`src/rtl/fpga_rst_seq.sv`:
```
`default_nettype none
// ============================================================================
// Module      : fpga_rst_seq
// Description : Board reset sequencer combining PLL lock, debounced button and
//               optional UART break (UART_BREAK_RST_EN) into a clean SoC reset.
// Revision    : 1.0 - initial release
// ============================================================================
module fpga_rst_seq #(
    parameter int SYNC_STAGES     = 2,
    parameter int DEBOUNCE_CYCLES = 65536,
    parameter int HOLD_CYCLES     = 1024,
    parameter int BREAK_CYCLES    = 200000
) (
    input  logic       clk_i,
    input  logic       rst_i,
    input  logic       pll_locked_i,
    input  logic       btn_rst_n_i,
    input  logic       uart_rx_i,
    output logic       soc_rst_n_o,
    output logic [1:0] rst_cause_o,
    output logic [7:0] rst_cnt_o,
    output logic [1:0] state_o
);

    localparam int DB_W = $clog2(DEBOUNCE_CYCLES + 1);
    localparam int HD_W = $clog2(HOLD_CYCLES + 1);

    typedef enum logic [1:0] {
        ST_WAIT = 2'd0,
        ST_HOLD = 2'd1,
        ST_RUN  = 2'd2
    } state_t;

    state_t                 state;
    state_t                 next_state;
    logic [SYNC_STAGES-1:0] lock_sync;
    logic [SYNC_STAGES-1:0] btn_sync;
    logic                   lock_s;
    logic                   btn_s;
    logic                   btn_db;
    logic [DB_W-1:0]        db_cnt;
    logic [HD_W-1:0]        hold_cnt;
    logic                   press;
    logic                   brk;
    logic                   src_active;
    logic [1:0]             cause_next;

    always_ff @(posedge clk_i) begin
        if (rst_i) begin
            lock_sync <= '0;
            btn_sync  <= '1;
        end else begin
            lock_sync <= {lock_sync[SYNC_STAGES-2:0], pll_locked_i};
            btn_sync  <= {btn_sync[SYNC_STAGES-2:0], btn_rst_n_i};
        end
    end

    assign lock_s = lock_sync[SYNC_STAGES-1];
    assign btn_s  = btn_sync[SYNC_STAGES-1];

    // A new button level is accepted only after it holds for DEBOUNCE_CYCLES
    always_ff @(posedge clk_i) begin
        if (rst_i) begin
            btn_db <= 1'b1;
            db_cnt <= '0;
        end else if (btn_s == btn_db) begin
            db_cnt <= '0;
        end else if (db_cnt == DB_W'(DEBOUNCE_CYCLES - 1)) begin
            btn_db <= btn_s;
            db_cnt <= '0;
        end else begin
            db_cnt <= db_cnt + DB_W'(1);
        end
    end

    assign press = ~btn_db;

`ifdef UART_BREAK_RST_EN
    localparam int BR_W = $clog2(BREAK_CYCLES + 1);

    logic [SYNC_STAGES-1:0] rx_sync;
    logic [BR_W-1:0]        brk_cnt;
    logic                   rx_s;

    always_ff @(posedge clk_i) begin
        if (rst_i) begin
            rx_sync <= '1;
        end else begin
            rx_sync <= {rx_sync[SYNC_STAGES-2:0], uart_rx_i};
        end
    end

    assign rx_s = rx_sync[SYNC_STAGES-1];

    // Saturating counter keeps break asserted until the line returns high
    always_ff @(posedge clk_i) begin
        if (rst_i || rx_s) begin
            brk_cnt <= '0;
        end else if (brk_cnt != BR_W'(BREAK_CYCLES)) begin
            brk_cnt <= brk_cnt + BR_W'(1);
        end
    end

    assign brk = (brk_cnt == BR_W'(BREAK_CYCLES));
`else
    logic unused_rx;
    assign unused_rx = uart_rx_i;
    assign brk       = 1'b0;
`endif

    assign src_active = ~lock_s | press | brk;

    always_comb begin
        next_state = state;
        case (state)
            ST_WAIT: begin
                if (!src_active) begin
                    next_state = ST_HOLD;
                end
            end
            ST_HOLD: begin
                if (src_active) begin
                    next_state = ST_WAIT;
                end else if (hold_cnt == HD_W'(HOLD_CYCLES - 1)) begin
                    next_state = ST_RUN;
                end
            end
            ST_RUN: begin
                if (src_active) begin
                    next_state = ST_WAIT;
                end
            end
            default: next_state = ST_WAIT;
        endcase
    end

    always_comb begin
        cause_next = 2'd3;
        if (!lock_s) begin
            cause_next = 2'd2;
        end else if (press) begin
            cause_next = 2'd1;
        end
    end

    always_ff @(posedge clk_i) begin
        if (rst_i) begin
            state       <= ST_WAIT;
            hold_cnt    <= '0;
            soc_rst_n_o <= 1'b0;
            rst_cause_o <= 2'd0;
            rst_cnt_o   <= 8'd0;
        end else begin
            state       <= next_state;
            hold_cnt    <= (state == ST_HOLD) ? hold_cnt + HD_W'(1) : '0;
            soc_rst_n_o <= (next_state == ST_RUN);
            if (state == ST_RUN && next_state == ST_WAIT) begin
                rst_cause_o <= cause_next;
                if (rst_cnt_o != 8'hFF) begin
                    rst_cnt_o <= rst_cnt_o + 8'd1;
                end
            end
        end
    end

    assign state_o = state;

endmodule
`default_nettype wire

```
`config.mk`:
```
export PLATFORM = sky130hd
export DESIGN_NAME = fpga_rst_seq
export DESIGN_NICKNAME = d
export VERILOG_FILES = /design/src/rtl/fpga_rst_seq.sv
export SDC_FILE = /design/constraint.sdc
export NUM_CORES = 1
export LEC_CHECK = 0
export ABC_AREA = 1
export CAP_MARGIN = 25
export CORE_MARGIN = 2
export CORE_UTILIZATION = 39
export CTS_CLUSTER_SIZE = 12
export DETAILED_ROUTE_END_ITERATION = 8
export PLACE_DENSITY = 0.71
export SETUP_SLACK_MARGIN = 0.1
export SLEW_MARGIN = 15
export SYNTH_ARGS = -nofsm -noshare
export SYNTH_HDL_FRONTEND = slang
export SYNTH_SLANG_ARGS = --single-unit
```
`constraint.sdc`:
```
create_clock -name clk_i -period 1.8 [get_ports clk_i]
set_input_delay 0.36 -clock clk_i [delete_from_list [all_inputs] [get_ports clk_i]]
set_output_delay 0.36 -clock clk_i [all_outputs]
set_load 0.02 [all_outputs]
```
==> summary.txt <==
Cells and area
  • Most common library cell in the layout ignoring fill and taps: sky130_fd_sc_hd__nand2_1
  • Share of cells above drive strength 1: approximately 15%
  • Area taken by multi-input logic gates: between 900 and 1000 um^2
  • Total of fill cells in the finished design: 505
  • Final core occ: roughly 50%
  • NumNets Final: between 300 and 400
  • Sequential Area: approximately 930 um^2
  • Final std cell area, no fill: between 2000 and 3000 um^2
  • Antenna diode count: 0
  • Relative area change from synthesis to final layout: 23.70%
  • Non-filler cells, final: between 300 and 400
  • Top library cells by usage in the layout, fill and taps aside: sky130_fd_sc_hd__nand2_1, sky130_fd_sc_hd__inv_1, sky130_fd_sc_hd__dfxtp_1, sky130_fd_sc_hd__nor2_1, sky130_fd_sc_hd__a21oi_1

STA
  • Total negative slack: 0 ns
  • Max frequency: 0.6079 GHz
  • Final-report setup violation count: 0
  • Period minus WS final: 1.645 ns
  • Final clock skew: around 0.0086 ns
  • Count of pins over their slew limit: 0
  • Unrepaired setup endpoints after global routing: yes
  • Slew at the pin with the worst max-slew slack: about 0.28 ns
  • Final critical-path share of the clock period: about nine tenths
  • Worst rel slew slack: approximately four fifths
  • Hold Violations, Final: 0

Pwr
  • Total design power: 1.841 mW
  • Fraction of power consumed by combinational cells: 2.4%
  • Share of total power consumed by net switching: a little over a fifth
  • Cell Pwr Density: roughly 730 nW/um^2
  • Seq pwr share: between 50% and 60%
  • Clk network pwr share: 41.9%
  • Lkg Pwr: slightly below 1 nW
  • Switching pwr: ~390 uW
  • Maximum VDD drop: about 430 uV
  • Internal power component: ~1.5 mW

Global routing
  • Vias in the first global route: between 1500 and 2000
  • Initial antenna violation count: 0
  • GR Overflow Total: 0
  • Global routing usage summed across all routing layers: between 10 and 15%
  • Global-route wire length before repair: 6748 um
  • Pin count of the biggest net entering global routing: 16

Floorplan
  • Effective utilization at floorplan: roughly two fifths
  • Number of rows created at floorplan: 26
  • Core Region: approximately 5100 um^2
  • Horiz. Die Dim: ~76 um
  • Die outline height: ~76 um
  • Overall die area: roughly 5800 um^2
  • I/O pin cnt: 18

Place
  • Buffers added on ports: 16
  • Instance area at placement: ~2400 um^2
  • Final HPWL DP: ~2900 um
  • Dpl cells: roughly 380
  • Final GP Congestion: around 0.84

Yosys
  • Cell count after synthesis: 287
  • Count of unique library cells instantiated by Yosys: 25
  • Mapped Area: approximately 2000 um^2
  • Syn. warnings: 0
  • Mapped Nets: ~300
  • Syn avg cell area: 7.137 um^2
  • Flip-flop and latch count after synthesis: between 40 and 50
  • Proportion of synthesized chip area in sequential cells: about 45%

CTS
  • Clock tree from TritonCTS: yes
  • Post-CTS clock slew at the launch and capture registers of the worst setup and hold paths: ~0.09 ns
  • Clock insertion delay at the later pin of the skew report: about 0.30 ns
  • Maximum buffer depth of the clock tree: 2
  • Clock root buffer: sky130_fd_sc_hd__clkbuf_8
  • H-tree depth: 2
  • CTS Sinks: between 40 and 50
  • Number of buffers added by the clock tree synthesis step: 5

Worst setup path
  • FF-to-FF Start: db_cnt[0]$_SDFF_PP0_
  • Crit. End Element: output port
  • Crit-path slowest cell: sky130_fd_sc_hd__clkdlybuf4s50_1
  • Flop-to-flop setup slack: ~0.17 ns
  • Critical path class: flip-flop to output port
  • Required time of the critical path: about 1.4 ns
  • Nature of the critical path startpoint: flip-flop
  • R2R cell count: 10
  • Largest stage delay on the critical path: about 0.62 ns
  • RR Endpoint: db_cnt[5]$_SDFF_PP0_
  • Cell type group with the largest total delay on the critical path: buffers and inverters
  • Arrival @ worst endpoint: around 1.3 ns
  • Critical-path maximum fanout: 3
  • Cells along the critical path: clkdlybuf4s50_1
  • Number of buffers and inverters on the critical path: 1

Route
  • DR DRC count: 0
  • Routed via count: approximately 1800
  • Wire per inst: roughly 10 um
  • Iter 0 DRT Violations: ~100
  • Number of antenna-violating nets in the routed design: 0
  • Number of vias per cell: between 4 and 5
  • 1st-pass router iterations: 4
  • Routed wire length: slightly below 4000 um

Worst hold path
  • Hold_sp: lock_sync[0]$_SDFF_PP0_
  • Worst Hold End: lock_sync[1]$_SDFF_PP0_
  • Min-Delay Path Depth: 2
  • Worst min path class: flip-flop to flip-flop

Outcome
  • Result of the run: finished, final reports clean

Run
  • Maximum Capacitance Violations: 0
-- worst max path at each step --
stage / depth (start not counted) / end / from
final: 1 / state_o[0] / state_o[0]$_SDFF_PP0_
after global routing: 10 / db_cnt[5]$_SDFF_PP0_ / db_cnt[0]$_SDFF_PP0_
after CTS: 11 / db_cnt[6]$_SDFF_PP0_ / db_cnt[0]$_SDFF_PP0_
after detailed placement: 11 / db_cnt[6]$_SDFF_PP0_ / db_cnt[0]$_SDFF_PP0_
after global placement: 11 / db_cnt[3]$_SDFF_PP0_ / db_cnt[0]$_SDFF_PP0_
after floorplan: 11 / db_cnt[6]$_SDFF_PP0_ / db_cnt[0]$_SDFF_PP0_
-- repair_timing --
action | CTS | global route
hold buffers | 0 | 0
pin swaps | 3 | 5
setup endpoints to repair | 23 | 19
resized for setup | 14 | 16
setup buffers | 1 | 1
gates cloned | 0 | 0
-- power by group through the flow --
stage	Combinational, mW	Sequential [mW]	Clock (mW)
after floorplan	0.0208	1.05	0
after CTS	0.0411	1.03	0.790
after detailed placement	0.0394	1.05	0
final	0.0433	1.03	0.771
after global routing	0.0491	1.03	0.836
after global placement	0.0390	1.05	0
-- state kept, by name, indices dropped and copies added (netlist names) --
register,cells
hold_cnt,11
btn_sync,2
btn_db,1
rst_cnt_o,8
db_cnt,17
soc_rst_n_o,1
rst_cause_o,2
state_o,2
lock_sync,2
-- cell type report --
class                           count  area share (%)
Multi-Input combinational cell    193           38.81
Sequential cell                    46           36.59
Timing Repair Buffer               29           9.778
Inverter                           45           6.864
Tap cell                           70           3.457
Clock buffer                        5           2.716
Clock inverter                      3           1.778
-- kinds of logic after synthesis --
logic type	after synthesis	synth area share (%)
xor+xnor	3	1.283
simple gates	148	32.19
buf+inv	48	9.529
compound gates	38	9.591
flops	46	44.96
fa+ha+maj	4	2.444
-- cell usage after synthesis --
library cell | number | area [um^2]
sky130_fd_sc_hd__nand2_1 | 60 | 225.2
sky130_fd_sc_hd__dfxtp_1 | 46 | 920.9
sky130_fd_sc_hd__inv_1 | 43 | 161.4
sky130_fd_sc_hd__nor2_1 | 43 | 161.4
sky130_fd_sc_hd__a21oi_1 | 20 | 100.1
sky130_fd_sc_hd__nand3_1 | 19 | 95.09
sky130_fd_sc_hd__nand4_1 | 12 | 75.07
sky130_fd_sc_hd__o21ai_0 | 9 | 45.04
sky130_fd_sc_hd__o21ai_1 | 5 | 25.02
sky130_fd_sc_hd__ha_1 | 4 | 50.05
sky130_fd_sc_hd__a31oi_1 | 3 | 18.77
sky130_fd_sc_hd__nor2_2 | 3 | 18.77
sky130_fd_sc_hd__nor3_1 | 3 | 15.01
sky130_fd_sc_hd__buf_6 | 2 | 22.52
sky130_fd_sc_hd__inv_2 | 2 | 7.510
sky130_fd_sc_hd__nor2_4 | 2 | 22.52
sky130_fd_sc_hd__or2_2 | 2 | 12.51
sky130_fd_sc_hd__xnor2_1 | 2 | 17.52
sky130_fd_sc_hd__clkbuf_1 | 1 | 3.750
sky130_fd_sc_hd__nand2_2 | 1 | 6.260
sky130_fd_sc_hd__nand3_2 | 1 | 10.01
sky130_fd_sc_hd__nand3b_1 | 1 | 7.510
sky130_fd_sc_hd__nor3_2 | 1 | 10.01
sky130_fd_sc_hd__o21a_1 | 1 | 7.510
sky130_fd_sc_hd__xor2_1 | 1 | 8.760
-- through the flow --
step                      worst slack [ns]  hold slack (ns)
after global routing               0.06323           0.4552
final                               0.1550           0.4206
after detailed placement          -0.04100           0.4120
after global placement             0.03736           0.3936
after CTS                           0.1101           0.4246
after floorplan                     0.1142           0.3883
-- metal layers --
metal | part of all wire, % | GRT usage [%] | wire [um] | vias to the layer above
met1 | 48 | 17.24 | 1863 | 805
met2 | 49 | 23.45 | 1904 | 23
met3 | 2.4 | 3.555 | 93 | 5
met4 | 1.4 | 5.636 | 55 | 0
met5 | 0 | 0 | 0 | -
li1 | - | - | - | 980
Power figures use the tool's default switching activity.
